==> src/rtl/rw_pkg.sv <==
// Shared types and helpers for the PPR random-walk engine.
package rw_pkg;

    typedef enum logic [3:0] {
        IDLE,
        P0,
        P1,
        PICK,
        NEI,
        CNT,
        INC,
        WR,
        END_WALK
    } rw_state_e;

    localparam int unsigned HOP_CYCLES = 7;

    // Right-shift Galois toggle mask for x^32 + x^22 + x^2 + x + 1.
    localparam logic [31:0] LFSR_TAPS = 32'h8020_0003;

    function automatic logic [63:0] cnt_addr(input logic [63:0] base,
                                             input logic [63:0] node,
                                             input logic [63:0] steps,
                                             input logic [63:0] step);
        return base + node * steps + step;
    endfunction

endpackage

==> src/rtl/rw_lfsr.sv <==
// Galois LFSR that free-runs every clock and exposes its low bits as a random value.
module rw_lfsr #(
    parameter int unsigned       WIDTH     = 32,
    parameter logic [WIDTH-1:0]  SEED      = '1,
    parameter logic [WIDTH-1:0]  TAPS      = '1,
    parameter int unsigned       OUT_WIDTH = 16
) (
    input  logic                 i_clk,
    input  logic                 i_rst_n,
    output logic [OUT_WIDTH-1:0] o_value
);

    logic [WIDTH-1:0] lfsr_q;
    logic [WIDTH-1:0] lfsr_d;

    always_comb begin
        lfsr_d = lfsr_q[0] ? ((lfsr_q >> 1) ^ TAPS) : (lfsr_q >> 1);
    end

    always_ff @(posedge i_clk) begin
        if (!i_rst_n) begin
            lfsr_q <= SEED;
        end else begin
            lfsr_q <= lfsr_d;
        end
    end

    assign o_value = lfsr_q[OUT_WIDTH-1:0];

endmodule

==> src/rtl/ppr_walk_engine.sv <==
// PPR random-walk engine: per seed, runs WALKS_PER_SEED walks over a CSR graph in BRAM
// and increments a saturating per-(node,step) visit counter on every hop.
module ppr_walk_engine
    import rw_pkg::*;
#(
    parameter int unsigned ADDR_WIDTH     = 13,
    parameter int unsigned DATA_WIDTH     = 32,
    parameter int unsigned NODE_NUM       = 100,
    parameter int unsigned MAX_STEPS      = 7,
    parameter int unsigned WALKS_PER_SEED = 100,
    parameter int unsigned ROW_PTR_BASE   = 10,
    parameter int unsigned COL_BASE       = 120,
    parameter int unsigned COUNT_BASE     = 1000,
    parameter logic [31:0] LFSR_SEED      = 32'hACE1_1234
) (
    input  logic                  i_clk,
    input  logic                  i_rst_n,
    input  logic                  i_seed_valid,
    input  logic [DATA_WIDTH-1:0] i_seed_node,
    input  logic                  i_seed_last,
    output logic                  o_seed_ready,
    output logic                  o_busy,
    output logic                  o_done,
    output logic [ADDR_WIDTH-1:0] o_mem_addr,
    output logic                  o_mem_we,
    output logic [DATA_WIDTH-1:0] o_mem_wdata,
    input  logic [DATA_WIDTH-1:0] i_mem_rdata,
    output logic [31:0]           o_walk_count,
    output logic [31:0]           o_dead_ends
);

    localparam int unsigned SW = $clog2(MAX_STEPS + 1);
    localparam int unsigned WW = $clog2(WALKS_PER_SEED + 1);

    rw_state_e             state_q;
    logic [DATA_WIDTH-1:0] seed_q, cur_q, first_q, nxt_q;
    logic                  last_q;
    logic [SW-1:0]         step_q;
    logic [WW-1:0]         walk_q;
    logic                  ready_q, busy_q, done_q, we_q;
    logic [ADDR_WIDTH-1:0] addr_q;
    logic [DATA_WIDTH-1:0] wdata_q;
    logic [31:0]           walk_cnt_q, dead_cnt_q;

    logic [15:0]           lfsr_lo;
    logic [DATA_WIDTH-1:0] deg;
    logic [15:0]           off;

    rw_lfsr #(
        .WIDTH    (32),
        .SEED     (LFSR_SEED),
        .TAPS     (LFSR_TAPS),
        .OUT_WIDTH(16)
    ) u_lfsr (
        .i_clk  (i_clk),
        .i_rst_n(i_rst_n),
        .o_value(lfsr_lo)
    );

    function automatic logic [ADDR_WIDTH-1:0] row_addr(input logic [DATA_WIDTH-1:0] node,
                                                       input logic inc);
        return ADDR_WIDTH'(DATA_WIDTH'(ROW_PTR_BASE) + node + DATA_WIDTH'(inc));
    endfunction

    function automatic logic [ADDR_WIDTH-1:0] ctr_addr(input logic [DATA_WIDTH-1:0] node,
                                                       input logic [SW-1:0] step);
        return ADDR_WIDTH'(DATA_WIDTH'(cnt_addr(64'(COUNT_BASE), 64'(node),
                                                64'(MAX_STEPS), 64'(step))));
    endfunction

    // Neighbour offset scales the random value into [0,deg) without a divider.
    always_comb begin
        deg = i_mem_rdata - first_q;
        off = 16'(({16'h0, lfsr_lo} * {16'h0, deg[15:0]}) >> 16);
    end

    always_ff @(posedge i_clk) begin
        if (!i_rst_n) begin
            state_q    <= IDLE;
            seed_q     <= '0;
            cur_q      <= '0;
            first_q    <= '0;
            nxt_q      <= '0;
            last_q     <= 1'b0;
            step_q     <= '0;
            walk_q     <= '0;
            ready_q    <= 1'b0;
            busy_q     <= 1'b0;
            done_q     <= 1'b0;
            we_q       <= 1'b0;
            addr_q     <= '0;
            wdata_q    <= '0;
            walk_cnt_q <= '0;
            dead_cnt_q <= '0;
        end else begin
            done_q <= 1'b0;
            we_q   <= 1'b0;
            case (state_q)
                IDLE: begin
                    ready_q <= 1'b1;
                    if (i_seed_valid && ready_q) begin
                        if (i_seed_node >= DATA_WIDTH'(NODE_NUM)) begin
                            done_q <= i_seed_last;
                        end else begin
                            seed_q  <= i_seed_node;
                            cur_q   <= i_seed_node;
                            last_q  <= i_seed_last;
                            step_q  <= '0;
                            walk_q  <= '0;
                            addr_q  <= row_addr(i_seed_node, 1'b0);
                            ready_q <= 1'b0;
                            busy_q  <= 1'b1;
                            state_q <= P0;
                        end
                    end
                end
                P0: begin
                    addr_q  <= row_addr(cur_q, 1'b1);
                    state_q <= P1;
                end
                P1: begin
                    first_q <= i_mem_rdata;
                    state_q <= PICK;
                end
                PICK: begin
                    if (deg == '0) begin
                        dead_cnt_q <= dead_cnt_q + 32'd1;
                        state_q    <= END_WALK;
                    end else begin
                        addr_q  <= ADDR_WIDTH'(DATA_WIDTH'(COL_BASE) + first_q + DATA_WIDTH'(off));
                        state_q <= NEI;
                    end
                end
                NEI: state_q <= CNT;
                CNT: begin
                    nxt_q <= i_mem_rdata;
                    if (i_mem_rdata >= DATA_WIDTH'(NODE_NUM)) begin
                        dead_cnt_q <= dead_cnt_q + 32'd1;
                        state_q    <= END_WALK;
                    end else begin
                        addr_q  <= ctr_addr(i_mem_rdata, step_q);
                        state_q <= INC;
                    end
                end
                INC: begin
                    wdata_q <= (i_mem_rdata == '1) ? '1 : i_mem_rdata + DATA_WIDTH'(1);
                    we_q    <= 1'b1;
                    state_q <= WR;
                end
                WR: begin
                    cur_q  <= nxt_q;
                    step_q <= step_q + SW'(1);
                    if (step_q == SW'(MAX_STEPS - 1)) begin
                        state_q <= END_WALK;
                    end else begin
                        addr_q  <= row_addr(nxt_q, 1'b0);
                        state_q <= P0;
                    end
                end
                END_WALK: begin
                    walk_cnt_q <= walk_cnt_q + 32'd1;
                    cur_q      <= seed_q;
                    step_q     <= '0;
                    if (walk_q == WW'(WALKS_PER_SEED - 1)) begin
                        ready_q <= 1'b1;
                        busy_q  <= 1'b0;
                        done_q  <= last_q;
                        state_q <= IDLE;
                    end else begin
                        walk_q  <= walk_q + WW'(1);
                        addr_q  <= row_addr(seed_q, 1'b0);
                        state_q <= P0;
                    end
                end
                default: state_q <= IDLE;
            endcase
        end
    end

    // The counter address depends on the col_idx word arriving this cycle, so CNT bypasses addr_q.
    assign o_mem_addr   = (state_q == CNT) ? ctr_addr(i_mem_rdata, step_q) : addr_q;
    assign o_seed_ready = ready_q;
    assign o_busy       = busy_q;
    assign o_done       = done_q;
    assign o_mem_we     = we_q;
    assign o_mem_wdata  = wdata_q;
    assign o_walk_count = walk_cnt_q;
    assign o_dead_ends  = dead_cnt_q;

endmodule

==> config.mk <==
export PLATFORM = sky130hd
export DESIGN_NAME = ppr_walk_engine
export DESIGN_NICKNAME = d
export VERILOG_FILES = /design/src/rtl/rw_pkg.sv /design/src/rtl/rw_lfsr.sv /design/src/rtl/ppr_walk_engine.sv
export SDC_FILE = /design/constraint.sdc
export NUM_CORES = 1
export LEC_CHECK = 0
export BUFFER_PORTS_ARGS = -buffer_cell sky130_fd_sc_hd__buf_2
export CAP_MARGIN = 20
export CELL_PAD_IN_SITES_DETAIL_PLACEMENT = 1
export CELL_PAD_IN_SITES_GLOBAL_PLACEMENT = 2
export CORE_ASPECT_RATIO = 0.9
export CORE_MARGIN = 1
export CORE_UTILIZATION = 34
export CTS_CLUSTER_SIZE = 28
export DETAILED_ROUTE_END_ITERATION = 6
export MAX_ROUTING_LAYER = met4
export PLACE_DENSITY = 0.78
export SYNTH_ARGS = -nofsm -noshare
export SYNTH_HDL_FRONTEND = slang
export SYNTH_HIERARCHICAL = 1
export SYNTH_SLANG_ARGS = --single-unit
==> constraint.sdc <==
create_clock -name i_clk -period 10.24 [get_ports i_clk]
set_clock_uncertainty 0.15 [all_clocks]
set_input_delay 0.512 -clock i_clk [delete_from_list [all_inputs] [get_ports i_clk]]
set_output_delay 0.512 -clock i_clk [all_outputs]
set_load 0.01 [all_outputs]
; ---- Word-level counts from Yosys, hierarchy flattened
; Cells that the tools add are included.
[word_totals]
regBits = 231
latch_bits = 0
mem_bits_rw = 0
rom_bits = 0
inputBits = 68
out_inout_bits = 113
wordCells = 116
n_memories = 0
[op_classes]
n_addsub = 15
multipliers = 2
div = 0
order_cmp = 2
eq_ne = 20
shifts = 0
n_mux = 43
n_bitwise = 2
reduce_logical = 15
[op_table]
columns = cell, count
row1 = 32-bit two-way mux, 4
row2 = 13-bit two-way mux, 9
row3 = "32-bit by 1-bit adder with 32-bit output, second input constant", 3
row4 = 13-bit case mux with 6 select lines, 1
row5 = "32-bit by 7-bit >= comparator with 1-bit output, second input constant", 2
row6 = 32-bit case mux with 2 select lines, 1
row7 = "4-bit by 13-bit adder with 13-bit output, first input constant", 4
row8 = 13-bit case mux with 3 select lines, 1
row9 = 4-bit case mux with 9 select lines, 1
row10 = "32-bit equality test, second input constant", 1
row11 = 32-bit zero test, 1
row12 = "32-bit by 3-bit multiplier with 13-bit output, second input constant", 1
row13 = 32-bit subtractor, 1
row14 = 16-bit by 16-bit multiplier with 29-bit output, 1
row15 = 7-bit two-way mux, 3
row16 = 4-bit two-way mux, 5
row17 = "2-bit inequality test, second input constant", 9
row18 = "4-bit by 3-bit equality test with 1-bit output, second input constant", 4
row19 = 7-bit case mux with 2 select lines, 1
row20 = "10-bit by 13-bit adder with 13-bit output, first input constant", 1
row21 = "13-bit by 1-bit adder with 13-bit output, second input constant", 1
row22 = 13-bit adder, 1
row23 = 13-bit by 3-bit adder with 13-bit output, 1
row24 = "7-bit by 13-bit adder with 13-bit output, first input constant", 1
row25 = 22 further kinds, 41

; ---- Depth between registers and ports, before layout
[depth]
depth_word = 5
mapped_depth = 45
mapped_depth_nobuf = 44

; ---- By module
; The synthesis kept the hierarchy.
[modules_own_cells]
columns = mod, n_inst, cells_each, area_each_um2
row1 = ppr_walk_engine, 1, 2591, 21025.2
row2 = rw_lfsr, 1, 86, 999.7

; ---- Least setup slack after synthesis
; No wires, ideal clock.
[synth_path]
kind = input port to flip-flop
startpoint = input port i_mem_rdata[0]
endpoint = register addr_q[12]
setup_time_ps = 91
arrival_ps = 9780
required_time_ps = 9999
slack_ps = 219
path_stages = 42
n_path_buf = 1
cell_sequence = inv_1 -> ha_1 -> inv_1 -> fa_1 -> a21oi_1 -> o221a_2 -> a21oi_1 -> o21ai_0 -> xnor2_1 -> clkbuf_1 -> nand2_1 -> fa_1 -> fa_1 -> inv_1 -> fa_1 -> fa_1 -> fa_1 -> inv_1 -> [6 not listed] -> o31ai_1 -> a41o_1 -> a21oi_1 -> nor2b_1 -> nor2_1 -> o21bai_1 -> xor2_1 -> ha_1 -> ha_1 -> nand3_1 -> nand2_1 -> a41o_1 -> o41ai_1 -> xnor3_1 -> xor3_1 -> xor2_1 -> nand2_1 -> a311oi_1
[synth_between]
elab_chain_cells = 5
elab_cells_between_ends = 14
classes_between = add/sub: 4 / mul: 2 / order compare: 1 / eq/ne: 2 / mux: 3 / reduce/logical: 2
[synth_rtl]
columns = element, line_no
row1 = "start, declared", ppr_walk_engine.sv:27  ; input logic [DATA_WIDTH-1:0] i_mem_rdata,
row2 = 32-bit by 3-bit multiplier with 13-bit output / 32-bit subtractor (equally long branches), "rw_pkg.sv:25, ppr_walk_engine.sv:73"
row3 = 10-bit by 13-bit adder with 13-bit output / 16-bit by 16-bit multiplier with 29-bit output (equally long branches), "rw_pkg.sv:25, ppr_walk_engine.sv:74"
row4 = 13-bit by 3-bit adder with 13-bit output / 13-bit adder (equally long branches), "rw_pkg.sv:25, ppr_walk_engine.sv:130"
row5 = 13-bit two-way mux (on tied branches), "ppr_walk_engine.sv:137, ppr_walk_engine.sv:126"
row6 = 13-bit case mux with 6 select lines, ppr_walk_engine.sv:98  ; case (state_q)
row7 = "end signal, assigned", ppr_walk_engine.sv:110  ; addr_q <= row_addr(i_seed_node, 1'b0);
row8 = "end signal, assigned", ppr_walk_engine.sv:141  ; addr_q <= ctr_addr(i_mem_rdata, step_q);
row9 = "end signal, assigned", ppr_walk_engine.sv:156  ; addr_q <= row_addr(nxt_q, 1'b0);
row10 = "end, declared", ppr_walk_engine.sv:41  ; logic [ADDR_WIDTH-1:0] addr_q;
; Parallel ways exist; a longest one is shown, timed or not. The select of a mux whose other input is x is not followed.
; A chain may end at the register's enable or synchronous reset.

; ---- Worst setup path after layout
[layout_path]
startpoint = register first_q[6]
endpoint = register addr_q[12]
[layout_between]
elab_chain_cells = 5
elab_cells_between_ends = 9
classes_between = add/sub: 3 / mul: 1 / eq/ne: 1 / mux: 2 / reduce/logical: 2
[layout_rtl]
columns = element, line_no
row1 = "start, declared", ppr_walk_engine.sv:36  ; logic [DATA_WIDTH-1:0] seed_q, cur_q, first_q, nxt_q;
row2 = "start signal, assigned", ppr_walk_engine.sv:122  ; first_q <= i_mem_rdata;
row3 = 32-bit subtractor, ppr_walk_engine.sv:73  ; deg = i_mem_rdata - first_q;
row4 = 16-bit by 16-bit multiplier with 29-bit output, ppr_walk_engine.sv:74  ; off = 16'(({16'h0, lfsr_lo} * {16'h0, deg[15:0]}) >> 16);
row5 = 13-bit adder, ppr_walk_engine.sv:130  ; addr_q <= ADDR_WIDTH'(DATA_WIDTH'(COL_BASE) + first_q + DATA_WIDTH'(off));
row6 = 13-bit two-way mux, ppr_walk_engine.sv:126  ; if (deg == '0) begin
row7 = 13-bit case mux with 6 select lines, ppr_walk_engine.sv:98
row8 = "end signal, assigned", ppr_walk_engine.sv:110
row9 = "end signal, assigned", ppr_walk_engine.sv:130
row10 = "end signal, assigned", ppr_walk_engine.sv:141
; Parallel ways exist; a longest one is shown, timed or not. The select of a mux whose other input is x is not followed.

==> flow_summary.yaml <==
status:
  status: "completed"
clocking:
  cts_sinks: 231
  clk_pin_slew_ns: 0.06
  cts_buffer_depth: 3
  cts_htree_levels: 1
  clk_latency_ns: 0.59
  clockRootBuffer: "clkbuf_16"
  cts_made_buffers: 30
  ctsHoldBuffers: 0
  cts_tree: "built"
final_layout:
  fin_area_sq_um: 25700
  seqCellArea_sq_um: 4630
  most-common-layout-cells: "nand2_1, inv_1, dfxtp_1"
  syn2layout_area_growth_pct: 16.6
  finalNonFillerCells: 3761
  final_common_cell: "nand2_1"
  fin_nets: 3339
  drive_gt1_frac: 0.145
  nFillCells: 7734
  multiInputGateArea_sq_um: 15800
  post-route-util: 0.401
logic_synthesis:
  ys_warn_count: 6
  synth.distinct_cells: 84
  avgSynthCellArea_sq_um: 8.23
  postSynthCellCount: 2677
  synthArstFlopShare: 0
  synth_edf_count: 0
  syn_area_sq_um: 22000
  synth_flop_cell: "dfxtp_1"
  synth.ff_latch_count: 231
  ys_seq_area_frac: 0.210
  synth_nets: 3136
setup_path:
  arrival_ns: 10.16
  critical_path_required_ns: 10.57
  worstPathMaxFanout: 10
  crit_type: "flop to flop"
  cpMaxStageDelayCell: "fa_1"
  cp.depth: 38
  critPathMaxStageDelay_ns: 0.55
  cp_num_buf_inv: 7
  cp-end-kind: "flop"
  crit_family: "adder cells"
  start_kind: "flop"
  rr_worst_depth: 38
  crit_top_cell: "fa_1"
placement:
  pre_cts_slack_ns: -0.370
  dp_cells: 3696
  place.gp.congestion: 0.920
  placed_cell_area_sq_um: 24400
  hpwlAfterDp_mm: 56.2
  io_buffer_count: 180
die:
  die_area_sq_um: 65800
  io_pins: 181
  die_x_um: 270
  row_count: 88
  start_util: 0.344
  core-area_sq_um: 64100
  die_h_um: 243
sta:
  finalSetupViolCount: 0
  maxSlewHeadroom: 0.280
  setup-tns-final_ns: 0
  fin_crit_ns: 9.83
  fmax_mhz: 102
  drv_slew: 0
  hold_violations: 0
  min_period_over_period: 0.960
  fin_ws_ns: 0.406
  worst_pin_slew_ns: 1.08
  fin_hold_ws_ns: 0.0485
global_routing:
  grt_pass1_vias: 21004
  gr-usage-met3: 0.0227
  global_route.usage.met2: 0.377
  grt_overflow: 0
  antenna_found_initial: 4
  use_met1: 0.297
  busiest_layer: "met2"
  grt.total_usage: 0.229
  grt_start_max_net_pins: 87
  grt_pass1_wl_mm: 117
pwr:
  p_sw_frac: 0.457
  cell_internal_pwr_mw: 4.99
  p_total_mw: 9.18
  pwr-share-seq: 0.102
  cellPowerDensity_nw_per_um2: 358
  p_leak_nw: 11.5
  clockPowerShare: 0.118
  p_sw_mw: 4.19
  combPwrFrac: 0.781
  ir_worst_vdd_uv: 754
min_path:
  hp-class: "input pin to flop"
  hold_depth: 3
drt:
  drt-pass1-iter-count: 7
  postRouteAntennaNets: 0
  drt_iter0_markers: 923
  wl_mm: 73.0
  wl_per_cell_um: 19.4
  via_per_inst: 5.17
  vias: 19453
  drc: 0
job:
  drv_cap: 0
## power groups by stage
stage                     combinational (mW)  sequential, mW  clock, mW
after global placement                  6.68           0.951          0
after floorplan                         4.13           0.932          0
after CTS                               7.06           0.932       1.11
after global routing                    8.02           0.933       1.15
after detailed placement                6.94           0.952          0
final                                   7.17           0.932       1.08
## worst min-delay path, cell delays in order
cell and delay, ns:
buf_2 0.09, mux2i_1 0.06, nor2_1 0.08
## registers in the layout (all words and copies together) (netlist names), 4 cells and up
signal	count
addr_q	13
cur_q	13
first_q	32
nxt_q	13
o_dead_ends	32
o_mem_wdata	32
o_walk_count	32
seed_q	13
state_q	4
u_lfsr/lfsr_q	32
walk_q	7
## cell type report
class                      instances  share of cell area
multi-input combinational       1964               0.614
sequential                       231               0.180
timing repair buffer             306              0.0739
clock buffer                      43              0.0359
antenna                            4            0.000390
clock inverter                    11             0.00351
inverter                         347              0.0508
tap                              855              0.0417
## cell usage after synthesis (10+ instances only)
| master | instances | area share |
|---|---|---|
| mux2i_1 | 24 | 0.011 |
| dfxtp_1 | 231 | 0.21 |
| inv_1 | 346 | 0.059 |
| nor3_1 | 30 | 0.0068 |
| nand2_1 | 383 | 0.065 |
| or3_1 | 16 | 0.0045 |
| nand3_1 | 63 | 0.014 |
| fa_1 | 205 | 0.19 |
| o21a_1 | 10 | 0.0034 |
| buf_4 | 18 | 0.0061 |
| nor2b_1 | 15 | 0.0043 |
| a21oi_1 | 193 | 0.044 |
| a21o_1 | 21 | 0.0072 |
| and3_1 | 34 | 0.0097 |
| ha_1 | 186 | 0.11 |
| nand2b_1 | 48 | 0.014 |
| o31ai_1 | 17 | 0.0058 |
| or4_1 | 13 | 0.0044 |
| nor4_1 | 18 | 0.0051 |
| a22oi_1 | 16 | 0.0055 |
| clkbuf_1 | 101 | 0.017 |
| nor2_1 | 110 | 0.019 |
| xor2_1 | 63 | 0.025 |
| a211oi_1 | 14 | 0.0048 |
| o21ai_0 | 87 | 0.020 |
| o211ai_1 | 12 | 0.0041 |
| nand4_1 | 37 | 0.011 |
| xnor2_1 | 70 | 0.028 |
| and2_1 | 146 | 0.041 |
## metal layers
metal	wire (um)	vias up
met4	2040	0
li1	-	9227
met1	33500	9727
met5	0	-
met3	3050	106
met2	34400	393
## repair_timing
item	4_1_cts	5_1_grt
resized for setup	4	42
cloned	0	0
buffers inserted	0	6
endpoints found under the setup margin	1	3
pin swaps	0	13
## final timing paths
check | from | endpoint | slack [ns]
setup / recovery | first_q[6] | addr_q[12] | 0.41
hold / removal | i_seed_node[0] | seed_q[0] | 0.05
setup reg to reg | first_q[6] | addr_q[12] | 0.41
hold reg to reg | u_lfsr/lfsr_q[24] | u_lfsr/lfsr_q[23] | 0.26
## kinds of logic (layout without fill, tap and decap cells)
kind of cell             Yosys count  count (layout)  share of synthesized area
multiplexers                      24              24                     0.0109
flip-flops                       231             231                      0.210
other                              0               4                          0
AO/OA/AOI/OAI                    462             462                      0.130
AND/OR/NAND/NOR                  952             952                      0.216
buffers and inverters            482             707                     0.0861
adder cells (fa/ha/maj)          391             391                      0.292
XOR/XNOR                         135             135                     0.0550
Note: power is estimated with default switching activity, not from simulation.
